==> src/rtl/rtc_bus_read_ctrl.sv <==
// -----------------------------------------------------------------------------
// rtc_bus_read_ctrl
//
// Read-cycle initiator for the external RTC's multiplexed 8-bit address/data
// bus. One start pulse in IDLE produces one complete read:
//   address phase (setup / WR strobe / hold), bus turnaround,
//   data phase (setup / RD strobe / hold), then a one-cycle done pulse.
// The returned byte is captured on the edge that ends the RD strobe.
//
// Ports:
//   clk       in   system clock, rising-edge active
//   rst       in   asynchronous reset, active low (0 = reset)
//   start     in   request one read, only sampled in IDLE
//   addr      in   RTC register address, latched when start is accepted
//   ad_in     in   byte returned by the RTC on the shared bus
//   ad_out    out  byte driven on the bus during the address phase
//   ad_oe     out  1 = this block drives the bus
//   a_d       out  0 = address phase, 1 = data phase
//   cs_n      out  chip select, active low
//   wr_n      out  write strobe, active low (address phase only)
//   rd_n      out  read strobe, active low
//   busy      out  1 while a transaction is in progress
//   done      out  one-cycle pulse, data_out is valid
//   data_out  out  last captured byte
//
// All outputs are registers. Their next values are decoded from the next
// state so each output changes on the same edge as the state it belongs to.
// -----------------------------------------------------------------------------
module rtc_bus_read_ctrl #(
    parameter int T_SETUP = 2,
    parameter int T_PULSE = 4,
    parameter int CNT_W   = 4
) (
    input  logic       clk,
    input  logic       rst,
    input  logic       start,
    input  logic [7:0] addr,
    input  logic [7:0] ad_in,
    output logic [7:0] ad_out,
    output logic       ad_oe,
    output logic       a_d,
    output logic       cs_n,
    output logic       wr_n,
    output logic       rd_n,
    output logic       busy,
    output logic       done,
    output logic [7:0] data_out
);

    typedef enum logic [2:0] {
        IDLE       = 3'd0,
        ADR_SETUP  = 3'd1,
        ADR_STROBE = 3'd2,
        ADR_HOLD   = 3'd3,
        DAT_SETUP  = 3'd4,
        DAT_STROBE = 3'd5,
        DAT_HOLD   = 3'd6,
        DONE       = 3'd7
    } state_t;

    localparam logic [CNT_W-1:0] SETUP_LAST = CNT_W'(T_SETUP - 1);
    localparam logic [CNT_W-1:0] PULSE_LAST = CNT_W'(T_PULSE - 1);
    localparam logic [CNT_W-1:0] CNT_ONE    = CNT_W'(1);

    state_t           state_q, state_d;
    logic [CNT_W-1:0] cnt_q, cnt_d;
    logic [7:0]       addr_q, addr_d;
    logic             phase_last_s;
    logic             capture_s;

    logic [7:0] ad_out_q, ad_out_d;
    logic       ad_oe_q, ad_oe_d;
    logic       a_d_q, a_d_d;
    logic       cs_n_q, cs_n_d;
    logic       wr_n_q, wr_n_d;
    logic       rd_n_q, rd_n_d;
    logic       busy_q, busy_d;
    logic       done_q, done_d;
    logic [7:0] data_out_q, data_out_d;

    // Phase-end detect: the counter reaching (duration - 1) of the current state
    always_comb begin
        phase_last_s = 1'b1;
        case (state_q)
            ADR_SETUP, ADR_HOLD, DAT_SETUP, DAT_HOLD: phase_last_s = (cnt_q == SETUP_LAST);
            ADR_STROBE, DAT_STROBE:                   phase_last_s = (cnt_q == PULSE_LAST);
            default:                                  phase_last_s = 1'b1;
        endcase
    end

    // Next-state, phase counter and address latch
    always_comb begin
        state_d = state_q;
        addr_d  = addr_q;
        case (state_q)
            IDLE: begin
                if (start) begin
                    state_d = ADR_SETUP;
                    addr_d  = addr;
                end else begin
                    state_d = IDLE;
                end
            end
            ADR_SETUP: begin
                if (phase_last_s) state_d = ADR_STROBE;
                else              state_d = ADR_SETUP;
            end
            ADR_STROBE: begin
                if (phase_last_s) state_d = ADR_HOLD;
                else              state_d = ADR_STROBE;
            end
            ADR_HOLD: begin
                if (phase_last_s) state_d = DAT_SETUP;
                else              state_d = ADR_HOLD;
            end
            DAT_SETUP: begin
                if (phase_last_s) state_d = DAT_STROBE;
                else              state_d = DAT_SETUP;
            end
            DAT_STROBE: begin
                if (phase_last_s) state_d = DAT_HOLD;
                else              state_d = DAT_STROBE;
            end
            DAT_HOLD: begin
                if (phase_last_s) state_d = DONE;
                else              state_d = DAT_HOLD;
            end
            DONE:    state_d = IDLE;
            default: state_d = IDLE;
        endcase

        // Counter restarts on every state entry and rests at 0 while idle
        if ((state_d != state_q) || (state_q == IDLE)) begin
            cnt_d = '0;
        end else begin
            cnt_d = cnt_q + CNT_ONE;
        end
    end

    // State register
    always_ff @(posedge clk or negedge rst) begin
        if (!rst) begin
            state_q <= IDLE;
            cnt_q   <= '0;
            addr_q  <= 8'h00;
        end else begin
            state_q <= state_d;
            cnt_q   <= cnt_d;
            addr_q  <= addr_d;
        end
    end

    // Output decode from the next state; bus is released before RD can strobe
    always_comb begin
        ad_out_d = 8'h00;
        ad_oe_d  = 1'b0;
        a_d_d    = 1'b0;
        cs_n_d   = 1'b1;
        wr_n_d   = 1'b1;
        rd_n_d   = 1'b1;
        busy_d   = 1'b0;
        done_d   = 1'b0;
        case (state_d)
            ADR_SETUP, ADR_HOLD: begin
                cs_n_d   = 1'b0;
                ad_oe_d  = 1'b1;
                ad_out_d = addr_d;
                busy_d   = 1'b1;
            end
            ADR_STROBE: begin
                cs_n_d   = 1'b0;
                ad_oe_d  = 1'b1;
                ad_out_d = addr_d;
                wr_n_d   = 1'b0;
                busy_d   = 1'b1;
            end
            DAT_SETUP, DAT_HOLD: begin
                cs_n_d = 1'b0;
                a_d_d  = 1'b1;
                busy_d = 1'b1;
            end
            DAT_STROBE: begin
                cs_n_d = 1'b0;
                a_d_d  = 1'b1;
                rd_n_d = 1'b0;
                busy_d = 1'b1;
            end
            DONE:    done_d = 1'b1;
            default: done_d = 1'b0;
        endcase

        // Capture on the edge that ends the final RD strobe cycle
        capture_s = (state_q == DAT_STROBE) && phase_last_s;
        if (capture_s) begin
            data_out_d = ad_in;
        end else begin
            data_out_d = data_out_q;
        end
    end

    // Output registers
    always_ff @(posedge clk or negedge rst) begin
        if (!rst) begin
            ad_out_q   <= 8'h00;
            ad_oe_q    <= 1'b0;
            a_d_q      <= 1'b0;
            cs_n_q     <= 1'b1;
            wr_n_q     <= 1'b1;
            rd_n_q     <= 1'b1;
            busy_q     <= 1'b0;
            done_q     <= 1'b0;
            data_out_q <= 8'h00;
        end else begin
            ad_out_q   <= ad_out_d;
            ad_oe_q    <= ad_oe_d;
            a_d_q      <= a_d_d;
            cs_n_q     <= cs_n_d;
            wr_n_q     <= wr_n_d;
            rd_n_q     <= rd_n_d;
            busy_q     <= busy_d;
            done_q     <= done_d;
            data_out_q <= data_out_d;
        end
    end

    assign ad_out   = ad_out_q;
    assign ad_oe    = ad_oe_q;
    assign a_d      = a_d_q;
    assign cs_n     = cs_n_q;
    assign wr_n     = wr_n_q;
    assign rd_n     = rd_n_q;
    assign busy     = busy_q;
    assign done     = done_q;
    assign data_out = data_out_q;

endmodule

==> config.mk <==
export PLATFORM = sky130hd
export DESIGN_NAME = rtc_bus_read_ctrl
export DESIGN_NICKNAME = d
export VERILOG_FILES = /design/src/rtl/rtc_bus_read_ctrl.sv
export SDC_FILE = /design/constraint.sdc
export NUM_CORES = 1
export LEC_CHECK = 0
export CAP_MARGIN = 25
export CORE_MARGIN = 1.5
export CORE_UTILIZATION = 43
export CTS_CLUSTER_DIAMETER = 80
export DETAILED_ROUTE_END_ITERATION = 8
export PLACE_DENSITY = 0.74
export SLEW_MARGIN = 10
export SYNTH_ARGS = -nofsm -noshare
export SYNTH_HDL_FRONTEND = slang
export SYNTH_SLANG_ARGS = --single-unit
==> constraint.sdc <==
create_clock -name clk -period 1.81 [get_ports clk]
set_clock_uncertainty 0.2 [all_clocks]
set_input_delay 0.2715 -clock clk [delete_from_list [all_inputs] [get_ports clk]]
set_output_delay 0.2715 -clock clk [all_outputs]
set_load 0.01 [all_outputs]
# Word level (Yosys, flattened, before mapping)

Cells that the tools add are included.

Register bits: 38
Output and inout bits: 23
Input bits: 19

$add $sub $neg: 1
Equality and inequality tests: 17
Reduce and logical (&&, ||, !) cells: 8
Muxes and demuxes: 20

Operator list:

| operator            | number |
|---|---|
| $eq 3x3->1 const B  | 8 |
| $mux 8              | 3 |
| $pmux 3 s8          | 1 |
| $eq 3x2->1 const B  | 4 |
| $mux 1              | 11 |
| $eq 3x1->1 const B  | 2 |
| $reduce_or 3->1     | 2 |
| $reduce_or 6->1     | 1 |
| $add 4x1->4 const B | 1 |
| $eq 4x1->1 const B  | 1 |
| $eq 4x2->1 const B  | 1 |
| $mux 2              | 2 |
| $mux 4              | 1 |
| $reduce_or 4->1     | 1 |
| $logic_not 3->1     | 1 |
| $mux 3              | 1 |
| $ne 3x3->1          | 1 |
| $pmux 1 s2          | 1 |
| $reduce_or 2->1     | 1 |
| $logic_and 1x1->1   | 1 |
| $logic_or 1x1->1    | 1 |

# Depth between registers and ports, before layout

Word-level depth: 8
Mapped depth: 5

# Worst setup path after synthesis

Ideal clock, no wire load.

Path kind: register -> register
Start point: register cnt_q[3]
End point: register data_out_q[0], in the netlist data_out[0]
Data arrival time: 1.564 ns
Setup time: 0.125 ns
Cell stages (with the launch flop): 4
Clock period less this slack: 1.889 ns
Path slack: -0.079 ns
Cells stage by stage: dfrtp_1 nor3b_4 nor4b_4 mux2_2

Word-level cells in the longest chain between the ends: 3
Elaborated cells between the ends (all ways): 4
Those cells by class: eq/ne (2); mux (1); reduce/logical (1)

RTL lines:

| element                                  | RTL line | text |
|---|---|---|
| start: declaration                       | 66       | `logic [CNT_W-1:0] cnt_q, cnt_d;` |
| start signal: assignment                 | 148      | `cnt_q <= cnt_d;` |
| $eq 4x2->1 or $eq 4x1->1 (tied branches) | 86, 85   |  |
| $pmux 1 s2 (*)                           | 84       | `case (state_q)` |
| $logic_and 1x1->1 (*)                    | 193      | `capture_s = (state_q == DAT_STROBE) && phase_last_s;` |
| end signal: assignment                   | 222      | `data_out_q <= data_out_d;` |
| end: declaration                         | 79       | `logic [7:0] data_out_q, data_out_d;` |

Mark *: on every way between the ends. The rest lies on a longest branch, timed or not.
A chain may end at the register's enable or synchronous reset.

# Worst setup path in the final report

Start point: register state_q[2]
End point: register data_out_q[3], in the netlist data_out[3]

Word-level cells in the longest chain between the ends: 4
Elaborated cells between the ends (all ways): 10
Those cells by class: eq/ne (6); mux (1); reduce/logical (3)

RTL lines:

| element                                            | RTL line | text |
|---|---|---|
| start: declaration                                 | 65       | `state_t state_q, state_d;` |
| start signal: assignment                           | 147      | `state_q <= state_d;` |
| $eq 3x3->1 (tied with other cells)                 | 84       |  |
| $reduce_or 4->1 or $reduce_or 2->1 (tied branches) | 84       |  |
| $pmux 1 s2                                         | 84       |  |
| $logic_and 1x1->1 (*)                              | 193      |  |

Marked as above.

==> impl_metrics.json <==
{
  "h-tree-depth": 2,
  "drv_slew": 0,
  "ys.flop_type": "dfrtp_1",
  "power.internal_w": 0.00277,
  "clk_latency_ps": 280,
  "worst_pin_slew_ps": 332,
  "multi_input_area_um2": 621,
  "whs_ps": 157,
  "die_h_um": 64.3,
  "grt_usage": 0.166,
  "clk_path_buf_depth": 2,
  "fp-row-count": 22,
  "vias": 1122,
  "drt_iter0_markers": 43,
  "fill_cells": 277,
  "area_delta_synth_final_pct": 44.5,
  "final_area_um2": 2340,
  "pwr-share-clk": 0.169,
  "synth.most_common_cell": "dfrtp_1",
  "reg2reg_depth": 5,
  "syn-num-nets": 136,
  "ff2ff_setup_slack_ps": 60,
  "grt_setup_unrepaired": "no",
  "setup-violations-final": 0,
  "final_core_util": 0.644,
  "nNetsFinal": 197,
  "worst_ep_required_time_ps": 1770,
  "hold_buffers": 0,
  "cp_max_fo": 8,
  "setup-tns-final_ps": 0,
  "ant_nets": 0,
  "grt_overflow_total": 0,
  "io_buffers": 41,
  "timing.rr.end": "data_out[3]$_DFFE_PN0P_",
  "critPathCapture": "data_out[3]$_DFFE_PN0P_",
  "maxSlewHeadroom": 0.775,
  "synth.area.top_cells": "dfrtp_1 54%, mux2_2 12%, dfstp_2 4.9%",
  "p_sw_w": 0.00131,
  "ys_types": 38,
  "netlist.area_leader.share": 0.541,
  "dieArea_um2": 4140,
  "via_per_inst": 4.96,
  "core_um2": 3630,
  "clockRootBuffer": "clkbuf_8",
  "initial_core_util": 0.445,
  "endpoint_kind": "flip-flop",
  "finalCritPeriodShare": 0.968,
  "grt_pass1_wl_um": 5090,
  "dp_hpwl_um": 2260,
  "seqPwrFrac": 0.355,
  "cp_slowest_stage_delay_ps": 460,
  "yosysWarnings": 0,
  "pre_cts_ws_ps": -194,
  "total_leakage_power_nw": 1.03,
  "fmax_ghz": 0.571,
  "synth-seq-cells": 38,
  "p_comb_frac": 0.476,
  "hold_path.class": "primary input to async pin",
  "synth_cells": 116,
  "synthArstFlopShare": 1.00,
  "ios": 42,
  "grt_pass1_vias": 1139,
  "drive_above_1_share": 0.309,
  "crit_slowest_cell": "dfrtp_2",
  "dr.pass1.iters": 4,
  "wirelength_um": 3200,
  "yosys.area.top_type": "dfrtp_1",
  "cts.clk_slew.worst_paths_ps": 70,
  "status": "finished, final reports clean",
  "synth_edf_count": 0,
  "syn_area_per_cell_um2": 13.9,
  "die_w_um": 64.3,
  "hold_viol": 0,
  "regArea_um2": 957,
  "wire_per_inst_um": 14.2,
  "finalWorstPathRequiredPeriod_ps": 1750,
  "synth_area_um2": 1620,
  "ys_seq_area_frac": 0.590,
  "clock_sinks": 38,
  "path_cells": "buf_4 > inv_2 > nor4b_4 > buf_6 > mux2_2",
  "p_sw_frac": 0.321,
  "synthTopCellsByCount": "35 x dfrtp_1, 17 x mux2_2, 9 x nor2b_1, 4 x clkbuf_1",
  "place_area_um2": 2190,
  "antenna_found_initial": 0,
  "max-vdd-ir-drop_v": 0.000823,
  "numCtsBuffers": 5,
  "cap_violations": 0,
  "drc": 0,
  "power.density_nw_per_um2": 1740,
  "cp.arrival_ps": 1720,
  "r2r-start": "state_q[2]$_DFF_PN0_",
  "critPathLaunch": "state_q[2]$_DFF_PN0_",
  "critical_path_class": "flip-flop to flip-flop",
  "gp_congestion": 0.855,
  "postLayoutSetupSlackWorst_ps": 57.2,
  "cp-start-kind": "flip-flop",
  "cts_tree": "yes",
  "antenna_cells": 0,
  "grt_max_degree": 39
}
==> cell type report <==
cell class,instances,area share
tap,48,0.0257
sequential,38,0.409
inverter,3,0.00482
clock buffer,5,0.0294
multi-input combinational,69,0.265
clock inverter,3,0.0171
timing repair buffer,60,0.248
==> layout by cell type, fill, tap and decap left out, types with 3 or more instances in the layout <==
cell / n
dfrtp_1: 33
clkdlybuf4s50_1: 38
nor2b_1: 9
o21ai_0: 3
dlymetal6s2s_1: 3
nand3_1: 3
buf_4: 16
and2_1: 3
clkbuf_8: 5
dfstp_2: 3
mux2_2: 17
==> sequential cells by signal (all words and copies together), names as in the netlist <==
name	flops
rd_n	1
cs_n	1
wr_n	1
busy	1
cnt_q	4
ad_out	8
state_q	3
a_d	1
done	1
addr_q	8
ad_oe	1
data_out	8
==> kinds of logic after synthesis <==
kind of cell	count (synthesis)	share of synthesized area
simple gates	29	0.141
compound gates	17	0.0758
xor+xnor	4	0.0309
mux	18	0.125
flops	38	0.590
fa+ha+maj	1	0.00773
buf+inv	9	0.0302
==> worst min-delay path by stage <==
| stage | slack, ps | to | cells past startpoint |
|---|---|---|---|
| after floorplan | -220 | a_d$_DFF_PN0_ | 0 |
| after global placement | 280 | addr_q[3]$_DFF_PN0_ | 1 |
| after detailed placement | 280 | addr_q[2]$_DFF_PN0_ | 1 |
| after CTS | 160 | data_out[5]$_DFFE_PN0P_ | 2 |
| after global routing | 170 | data_out[5]$_DFFE_PN0P_ | 2 |
| final | 160 | ad_out[5]$_DFF_PN0_ | 2 |
==> power groups by stage <==
stage,logic (W),clock network (W),registers [W]
after floorplan,0.000967,0,0.00155
after global placement,0.00184,0,0.00145
after detailed placement,0.00190,0,0.00146
after CTS,0.00190,0.000698,0.00145
after global routing,0.00211,0.000737,0.00149
final,0.00194,0.000690,0.00145
==> critical path, delay by kind of cell, from the launching register on <==
family / cells / cell delay (ps)
muxes: 1 / 340
and+or+nand+nor: 1 / 290
buffers and inverters: 3 / 350
DFF: 1 / 460
==> per-stage QoR <==
| step | instances | total power, W |
|---|---|---|
| 3_3_place_gp | 216 | 0.00329 |
| 6_report | 226 | 0.00408 |
| 4_1_cts | 224 | 0.00405 |
| 2_1_floorplan | 116 | 0.00251 |
| 3_5_place_dp | 216 | 0.00336 |
| 5_1_grt | 226 | 0.00433 |
==> per-layer routing <==
layer / up-vias / GRT usage / wire length, um
met3: 2 / 0.0546 / 203
met5: - / 0 / 0
met4: 0 / 0.0771 / 35
li1: 532 / - / -
met2: 38 / 0.288 / 1620
met1: 550 / 0.185 / 1340
==> timing repair <==
action | in CTS | in global routing
endpoints found under the setup margin | 6 | 21
endpoints found under the hold margin | 0 | 0
pin swaps | 0 | 2
resized for setup | 1 | 7
setup buffers | 0 | 2
No activity file was read; power rests on OpenSTA's default activity.
